[config.mk]
export PLATFORM = sky130hd
export DESIGN_NAME = cache_assoc_controller
export DESIGN_NICKNAME = d
export VERILOG_FILES = /design/src/rtl/cache_ctrl_pkg.sv /design/src/rtl/cache_victim_sel.sv /design/src/rtl/cache_assoc_controller.sv
export SDC_FILE = /design/constraint.sdc
export NUM_CORES = 1
export LEC_CHECK = 0
export ABC_AREA = 0
export CAP_MARGIN = 20
export CORE_MARGIN = 4
export CORE_UTILIZATION = 40
export DETAILED_ROUTE_END_ITERATION = 7
export PLACE_DENSITY = 0.68
export SLEW_MARGIN = 20
export SYNTH_ARGS = -nofsm -noshare
export SYNTH_HDL_FRONTEND = slang
export SYNTH_SLANG_ARGS = --single-unit
[constraint.sdc]
create_clock -name clk -period 1.62 [get_ports clk]
set_clock_uncertainty 0.05 [all_clocks]
set_input_delay 0.243 -clock clk [delete_from_list [all_inputs] [get_ports clk]]
set_output_delay 0.243 -clock clk [all_outputs]
set_load 0.005 [all_outputs]
[src/rtl/cache_ctrl_pkg.sv]
// Shared definitions for the set-associative cache controller:
// FSM state encoding and the width helpers derived from WAYS/WORDS.
package cache_ctrl_pkg;

    typedef enum logic [2:0] {
        IDLE   = 3'd0,
        WB     = 3'd1,
        FILL   = 3'd2,
        FINISH = 3'd3,
        ERR    = 3'd4
    } state_t;

    localparam int DEF_WAYS    = 2;
    localparam int DEF_WORDS   = 4;
    localparam int DEF_MEM_LAT = 2;

    // Way index width; a direct-mapped build still carries a 1-bit way_sel.
    function automatic int way_w(input int ways);
        return (ways > 1) ? $clog2(ways) : 1;
    endfunction

    // Word offset width within a line.
    function automatic int off_w(input int words);
        return $clog2(words);
    endfunction

endpackage

[src/rtl/cache_victim_sel.sv]
// Victim way selection: the lowest-index invalid way if there is one,
// otherwise the round-robin pointer. The pointer steps on every miss.
module cache_victim_sel
    import cache_ctrl_pkg::*;
#(
    parameter  int WAYS  = DEF_WAYS,
    localparam int WAY_W = way_w(WAYS)
) (
    input  logic             clk,
    input  logic             rst,
    input  logic [WAYS-1:0]  valid,
    input  logic             adv,
    output logic [WAY_W-1:0] victim
);

    generate
        if (WAYS > 1) begin : g_rr
            logic [WAY_W-1:0] rr;
            logic [WAY_W-1:0] inv_idx;
            logic             inv_any;

            // Round-robin pointer, wraps at WAYS-1
            always_ff @(posedge clk or posedge rst) begin
                if (rst) begin
                    rr <= '0;
                end else if (adv) begin
                    rr <= (rr == WAY_W'(WAYS - 1)) ? '0 : rr + WAY_W'(1);
                end
            end

            // Lowest-index invalid way takes priority over the pointer
            always_comb begin
                inv_any = 1'b0;
                inv_idx = '0;
                for (int i = WAYS - 1; i >= 0; i--) begin
                    if (!valid[i]) begin
                        inv_any = 1'b1;
                        inv_idx = WAY_W'(i);
                    end
                end
                victim = inv_any ? inv_idx : rr;
            end
        end else begin : g_one
            assign victim = '0;
        end
    endgenerate

endmodule

[src/rtl/cache_assoc_controller.sv]
// Control FSM for an N-way set-associative cache in the memory stage.
// Decides hit/miss, picks a victim, sequences dirty write-back and a
// pipelined line fill against a fixed-latency memory, then completes the
// original access. Datapath (arrays, memory, address muxes) is external.
// Optional build macro CACHE_PERF_CNT_EN adds saturating hit/miss/write-back
// event counters.
module cache_assoc_controller
    import cache_ctrl_pkg::*;
#(
    parameter  int WAYS    = DEF_WAYS,
    parameter  int WORDS   = DEF_WORDS,
    parameter  int MEM_LAT = DEF_MEM_LAT,
    localparam int WAY_W   = way_w(WAYS),
    localparam int OFF_W   = off_w(WORDS),
    localparam int CNT_W   = OFF_W + 1
) (
    input  logic             clk,
    input  logic             rst,
    input  logic             rd,
    input  logic             wr,
    input  logic [WAYS-1:0]  hit,
    input  logic [WAYS-1:0]  valid,
    input  logic [WAYS-1:0]  dirty,
    input  logic             cache_err,
    input  logic             mem_err,
    input  logic             mem_stall,
    output logic             comp,
    output logic             cache_wr,
    output logic [WAY_W-1:0] way_sel,
    output logic [OFF_W-1:0] word_sel,
    output logic             set_valid,
    output logic             use_victim_tag,
    output logic             mem_wr,
    output logic             mem_rd,
    output logic [OFF_W-1:0] mem_word,
    output logic             done,
    output logic             cache_hit,
    output logic             stall,
    output logic             err
`ifdef CACHE_PERF_CNT_EN
    ,
    output logic [15:0]      hit_cnt,
    output logic [15:0]      miss_cnt,
    output logic [15:0]      wb_cnt
`endif
);

    state_t           state, nstate;
    logic             op_wr;
    logic [WAY_W-1:0] victim_q;
    logic [WAY_W-1:0] victim_new;
    logic [WAY_W-1:0] hit_way;
    logic             hit_any;
    logic             req;
    logic             any_err;
    logic             miss;
    logic             rd_accept;
    logic             rd_ret;
    logic [CNT_W-1:0] wcnt;
    logic [CNT_W-1:0] icnt;
    logic [CNT_W-1:0] rcnt;
    // Outstanding-read tracker: bit i set means a read accepted i+1 cycles ago
    logic [MEM_LAT-1:0] rd_vld_p;

    assign req       = rd | wr;
    assign any_err   = cache_err | mem_err;
    assign miss      = (state == IDLE) && req && !any_err && !hit_any;
    assign rd_accept = mem_rd && !mem_stall;
    assign rd_ret    = rd_vld_p[MEM_LAT-1];

    cache_victim_sel #(
        .WAYS   (WAYS)
    ) u_victim_sel (
        .clk    (clk),
        .rst    (rst),
        .valid  (valid),
        .adv    (miss),
        .victim (victim_new)
    );

    // Lowest-index way with a valid tag match
    always_comb begin
        hit_any = 1'b0;
        hit_way = '0;
        for (int i = WAYS - 1; i >= 0; i--) begin
            if (hit[i] && valid[i]) begin
                hit_any = 1'b1;
                hit_way = WAY_W'(i);
            end
        end
    end

    // Next-state and control outputs
    always_comb begin
        nstate         = state;
        comp           = 1'b0;
        cache_wr       = 1'b0;
        way_sel        = '0;
        word_sel       = '0;
        set_valid      = 1'b0;
        use_victim_tag = 1'b0;
        mem_wr         = 1'b0;
        mem_rd         = 1'b0;
        mem_word       = '0;
        done           = 1'b0;
        cache_hit      = 1'b0;
        stall          = 1'b1;
        err            = 1'b0;
        case (state)
            IDLE: begin
                stall = 1'b0;
                if (req) begin
                    comp = 1'b1;
                    if (any_err) begin
                        done = 1'b1;
                        err  = 1'b1;
                    end else if (hit_any) begin
                        done      = 1'b1;
                        cache_hit = 1'b1;
                        way_sel   = hit_way;
                        cache_wr  = wr;
                    end else begin
                        nstate = (valid[victim_new] && dirty[victim_new]) ? WB : FILL;
                    end
                end
            end
            WB: begin
                way_sel        = victim_q;
                word_sel       = wcnt[OFF_W-1:0];
                use_victim_tag = 1'b1;
                mem_wr         = 1'b1;
                mem_word       = wcnt[OFF_W-1:0];
                if (!mem_stall && wcnt == CNT_W'(WORDS - 1)) begin
                    nstate = FILL;
                end
            end
            FILL: begin
                way_sel = victim_q;
                if (icnt < CNT_W'(WORDS)) begin
                    mem_rd   = 1'b1;
                    mem_word = icnt[OFF_W-1:0];
                end
                if (rd_ret) begin
                    cache_wr = 1'b1;
                    word_sel = rcnt[OFF_W-1:0];
                    if (rcnt == CNT_W'(WORDS - 1)) begin
                        set_valid = 1'b1;
                        nstate    = FINISH;
                    end
                end
            end
            FINISH: begin
                comp     = 1'b1;
                way_sel  = victim_q;
                cache_wr = op_wr;
                done     = 1'b1;
                stall    = 1'b0;
                nstate   = IDLE;
            end
            ERR: begin
                err    = 1'b1;
                done   = 1'b1;
                nstate = IDLE;
            end
            default: nstate = IDLE;
        endcase
        // An error mid-transaction aborts it: no array/memory side effects
        if ((state == WB || state == FILL || state == FINISH) && any_err) begin
            nstate    = ERR;
            cache_wr  = 1'b0;
            set_valid = 1'b0;
            mem_wr    = 1'b0;
            mem_rd    = 1'b0;
            done      = 1'b0;
            stall     = 1'b1;
        end
    end

    // State, latched request and beat counters
    always_ff @(posedge clk or posedge rst) begin
        if (rst) begin
            state    <= IDLE;
            op_wr    <= 1'b0;
            victim_q <= '0;
            wcnt     <= '0;
            icnt     <= '0;
            rcnt     <= '0;
            rd_vld_p <= '0;
        end else begin
            state <= nstate;
            if (miss) begin
                op_wr    <= wr;
                victim_q <= victim_new;
            end
            if (state == IDLE || state == ERR) begin
                wcnt     <= '0;
                icnt     <= '0;
                rcnt     <= '0;
                rd_vld_p <= '0;
            end else begin
                if (mem_wr && !mem_stall) begin
                    wcnt <= (wcnt == CNT_W'(WORDS - 1)) ? '0 : wcnt + CNT_W'(1);
                end
                if (rd_accept) begin
                    icnt <= icnt + CNT_W'(1);
                end
                if (state == FILL && rd_ret) begin
                    rcnt <= rcnt + CNT_W'(1);
                end
                rd_vld_p[0] <= rd_accept;
                for (int i = 1; i < MEM_LAT; i++) begin
                    rd_vld_p[i] <= rd_vld_p[i-1];
                end
            end
        end
    end

`ifdef CACHE_PERF_CNT_EN
    function automatic logic [15:0] sat_inc(input logic [15:0] v);
        return (v == 16'hFFFF) ? v : v + 16'd1;
    endfunction

    // Saturating hit / miss / write-back event counters
    always_ff @(posedge clk or posedge rst) begin
        if (rst) begin
            hit_cnt  <= '0;
            miss_cnt <= '0;
            wb_cnt   <= '0;
        end else begin
            if (done && cache_hit) begin
                hit_cnt <= sat_inc(hit_cnt);
            end
            if (miss) begin
                miss_cnt <= sat_inc(miss_cnt);
            end
            if (state != WB && nstate == WB) begin
                wb_cnt <= sat_inc(wb_cnt);
            end
        end
    end
`endif

endmodule

==> summary.md <==
| Metric | Value |
|---|---|
| Mapped Nets | 151 |
| Area contributors post-synth | sky130_fd_sc_hd__dfrtp_1 (38%), sky130_fd_sc_hd__nand2_1 (5.1%), sky130_fd_sc_hd__a21oi_1 (4.9%) |
| Cell internal power dissipation | 1.333 mW |
| Initial antenna violation count | 0 |
| Startpoint Class | flip-flop |
| Final cell utilization of the core | 0.8060 |
| Power per standard cell area | 1107 mW/mm² |
| Signal arrival time at the worst endpoint | 1.58 ns |
| Count of state elements after synthesis | 17 |
| Yosys cell types | 38 |
| Die boundary width | slightly above 60 µm |
| Cell taking the most area after synthesis | sky130_fd_sc_hd__dfrtp_1 |
| Ratio of cells with drive above 1 in the final layout | 0.5607 |
| Post-route non-filler standard cell count | 244 |
| Post-synth EDFFs | 0 |
| Area Overhead vs Synth | 85.63% |
| Post-route cell area | just over 0.002 mm² |
| Fmax achieved | 533.3 MHz |
| Total power consumption of the routed design | 2.290 mW |
| CTS HTree Levels | 1 |
| Family with the most delay on the worst path | flip-flops |
| Area inside the core boundary | 0.002567 mm² |
| Maximum VDD drop | 0.9711 mV |
| Antenna cells | 0 |
| DIE AREA | 0.003695 mm² |
| CTS tree | done |
| Post-route fraction of the period consumed by the critical path | 1.157 |
| Parity-gate share of the synthesized area counting xor and xnor cells | 0.007856 |
| Count of hold buffers inserted by post-cts repair | 0 |
| Final count of pins violating max slew | 0 |
| Number of buffers on the longest clock path | 2 |
| Violated checks | setup timing |
| Slowest cell on crit path | sky130_fd_sc_hd__dfrtp_1 |
| Instance count of the mapped netlist | 134 |
| Number of placed instances, taps included | 219 |
| Share of synthesized cell area in and, or, nand and nor gates | 0.2783 |
| Sequential fraction of design power | 0.246 |
| Total overflow reported by the global router | 0 |
| Actual slew at the worst max-slew pin | 0.3572 ns |
| HPWL after detailed placement | 2552 µm |
| Largest fanout of any net on the critical path | 3 |
| Final RePlAce weighted congestion | 0.8588 |
| Final nets | approximately 230 |
| Floorplan die height | 60.79 µm |
| Insertion delay to the later sink of the worst-skew pair | 0.31 ns |
| Post-detailed-route DRC marker count | 0 |
| Share of Yosys cell area claimed by the top area cell type | 0.3816 |
| Crit Reg-Reg Startpoint | state[2] |
| Setup Crit Path Kind | reg2out |
| Number of vias in the routed layout | 1,395 |
| Total wire length after detailed routing | between 4000 and 5000 µm |
| Root buffer cell | sky130_fd_sc_hd__clkbuf_4 |
| IO buf count | 27 |
| Crit path largest cell delay | 0.45 ns |
| Number of design-rule violations left by the first detailed-router iteration | 105 |
| Unrepaired setup endpoints after global routing | yes |
| Post-placement setup slack | -0.7487 ns |
| Top-level I/O count | 28 |
| Worst relative slew slack | 0.7611 |
| Most used flip-flop cell after synthesis | sky130_fd_sc_hd__dfrtp_1 |
| Worst setup slack after layout | -0.2551 ns |
| Crit. End Element | output pin |
| Static Leak | 0.9951 nW |
| Post-CTS clock slew at the launch and capture registers of the worst setup and hold paths | 0.12 ns |
| Cell area after placement | 0.001650 mm² |
| R2r endpoint | wcnt[1] |
| Dominant combinational cell family by area after synthesis | simple AND/OR/NAND/NOR gates |
| Average cell area after synthesis | slightly above 8 µm² |
| Number of cell instances on the worst register-to-register path | 6 |
| Power dissipated by switching net loads | 957.4 µW |
| Pin count of the biggest net entering global routing | 17 |
| Number of hold violations in the final report | 0 |
| First-pass detailed-route iteration total | 4 |
| Adder-Cell Fraction of Synth Area | 0.04489 |
| Warnings, synthesis | 0 |
| Mux cell area share after synthesis | 0.02806 |
| Max-cap viol count | 0 |
| Fraction of the mapped netlist area in compound gates | 0.1987 |
| Worst min path class | in2async |
| Initial core utilization | 0.4342 |
| Proportion of power drawn by the clock network | 0.113 |
| Portion of the post-synthesis area used by sequential elements | 0.3816 |
| Outcome | finished with violations |
| Global-route usage over all layers | 0.2322 |
| Final ANT Viol Nets | 0 |
| Std-Cell Rows | 18 |
| Data required, critical path | 1.33 ns |
| Cell Area, Synth | 0.001115 mm² |
| Crit path buf inv count | 1 |
| Clock buffer count from CTS | 3 |
| Final routed wire length divided by cell count | 19.02 µm |
| Cell breakdown of the critical path | or2_4, a2111oi_4, a32oi_1, nor2_1, buf_2 |
| Clk sink count | 17 |
| Reg-to-reg setup timing slack | -0.07 ns |
| Period minus WS final | 1.875 ns |
| Total setup violations reported at the end of the flow | 19 |
| Global-route wire length before repair | around 6400 µm |
| Accumulated negative setup slack | -2.257 ns |
| Number of vias per cell after detailed routing | about 5.7 |
| Vias in the first global route | 1,400 |
| Fraction of power spent switching nets | 0.4180 |
| Hold Worst Slack | around 0.030 ns |
| Async SR Flop Fraction | 1.000 |
| Portion of total power attributed to combinational logic | 0.642 |
cell type report:
| type | instances | area (µm²) |
|---|---|---|
| inverters | 7 | 35.03 |
| fillers | 153 | 498.0 |
| clock inverters | 1 | 5.005 |
| flip-flops and latches | 17 | 426.7 |
| repair buffers | 83 | 676.9 |
| clock buffers | 3 | 22.52 |
| multi-input cells | 103 | 865.8 |
| well taps | 30 | 37.54 |
worst register-to-register path, cell delays in order (launching register included):
cell                       delay [ns]
sky130_fd_sc_hd__dfrtp_1         0.42
sky130_fd_sc_hd__or3_4           0.41
sky130_fd_sc_hd__buf_6           0.16
sky130_fd_sc_hd__nor3_4          0.27
sky130_fd_sc_hd__buf_6           0.15
sky130_fd_sc_hd__nand2b_4        0.11
sky130_fd_sc_hd__a21oi_2         0.04
kinds of logic (layout without fill, tap and decap cells):
group	count (synthesis)	after routing
AOI/OAI and AO/OA	35	35
xor gates and xnor gates	1	1
adders and majority gates	4	4
buffers and inverters	14	94
DFF	17	17
muxes	3	3
and+or+nand+nor	60	60
layer usage:
metal,routed length [µm],GRT usage
met4,143,0.09598
met2,2344,0.4137
met5,0,0
met1,1888,0.2796
met3,264,0.02979
how the worst max path moves through the flow:
stage                     startpoint      end  slack [ns]  depth (start not counted)
after floorplan             state[2]  wcnt[0]        0.02                          6
final                       state[1]  way_sel       -0.26                          5
after global placement       mem_err  way_sel       -0.70                          6
after CTS                   state[1]  way_sel       -0.22                          5
after global routing        state[1]  way_sel       -0.37                          5
after detailed placement     mem_err  way_sel       -0.75                          6
power by group through the flow:
stage | Sequential [mW] | Combinational (mW) | Clock (mW)
finish | 0.563 | 1.47 | 0.258
detailed placement | 0.563 | 0.945 | 0
floorplan | 0.548 | 0.467 | 0
CTS | 0.556 | 1.20 | 0.248
global placement | 0.559 | 0.934 | 0
global route | 0.571 | 1.54 | 0.267
registers in the layout, summed over array words and instances, names as in the netlist:
register / flops
icnt: 3
rcnt: 3
state: 3
wcnt: 3
rd_vld_p: 2
op_wr: 1
u_victim_sel.g_rr.rr: 1
victim_q: 1
layout by cell type (no fill, tap or decap), types with 2 or more instances in the layout:
| cell | n |
|---|---|
| sky130_fd_sc_hd__a21oi_2 | 8 |
| sky130_fd_sc_hd__nand2b_4 | 4 |
| sky130_fd_sc_hd__nor2_1 | 8 |
| sky130_fd_sc_hd__nand3_1 | 6 |
| sky130_fd_sc_hd__buf_4 | 40 |
| sky130_fd_sc_hd__nand2_4 | 2 |
| sky130_fd_sc_hd__nor3_4 | 3 |
| sky130_fd_sc_hd__o21ai_1 | 2 |
| sky130_fd_sc_hd__a21oi_1 | 2 |
| sky130_fd_sc_hd__dlygate4sd2_1 | 6 |
| sky130_fd_sc_hd__nand2b_1 | 3 |
| sky130_fd_sc_hd__mux2i_1 | 2 |
| sky130_fd_sc_hd__nand2_2 | 3 |
| sky130_fd_sc_hd__nor2_4 | 6 |
| sky130_fd_sc_hd__dlymetal6s2s_1 | 2 |
| sky130_fd_sc_hd__nand4_1 | 2 |
| sky130_fd_sc_hd__clkdlybuf4s50_1 | 4 |
| sky130_fd_sc_hd__nand2_1 | 10 |
| sky130_fd_sc_hd__or2_4 | 3 |
| sky130_fd_sc_hd__o21ai_0 | 5 |
| sky130_fd_sc_hd__clkbuf_4 | 3 |
| sky130_fd_sc_hd__dfrtp_1 | 16 |
| sky130_fd_sc_hd__and3_1 | 2 |
| sky130_fd_sc_hd__a22o_1 | 3 |
| sky130_fd_sc_hd__buf_6 | 15 |
| sky130_fd_sc_hd__buf_2 | 15 |
| sky130_fd_sc_hd__ha_1 | 2 |
| sky130_fd_sc_hd__inv_1 | 5 |
| sky130_fd_sc_hd__o21ai_2 | 2 |
cell usage after synthesis, types with 2 or more instances:
library cell,instances
sky130_fd_sc_hd__nand4_1,2
sky130_fd_sc_hd__dfrtp_1,17
sky130_fd_sc_hd__ha_1,4
sky130_fd_sc_hd__and3_1,2
sky130_fd_sc_hd__a21oi_1,11
sky130_fd_sc_hd__mux2i_1,2
sky130_fd_sc_hd__a22o_1,3
sky130_fd_sc_hd__nand2b_1,7
sky130_fd_sc_hd__nor2_1,13
sky130_fd_sc_hd__nand3_1,6
sky130_fd_sc_hd__inv_1,7
sky130_fd_sc_hd__nor4_1,2
sky130_fd_sc_hd__buf_6,2
sky130_fd_sc_hd__clkbuf_1,5
sky130_fd_sc_hd__nor3_1,4
sky130_fd_sc_hd__or2_2,3
sky130_fd_sc_hd__o21ai_0,9
sky130_fd_sc_hd__nand2_1,15
repair_timing:
| action | 4_1_cts | 5_1_grt |
|---|---|---|
| pin swaps | 23 | 17 |
| resized for setup | 116 | 30 |
| endpoints found under the setup margin | 18 | 22 |
| gates cloned | 0 | 1 |
| setup buffers | 14 | 7 |
Note: power is estimated with default switching activity, not from simulation.
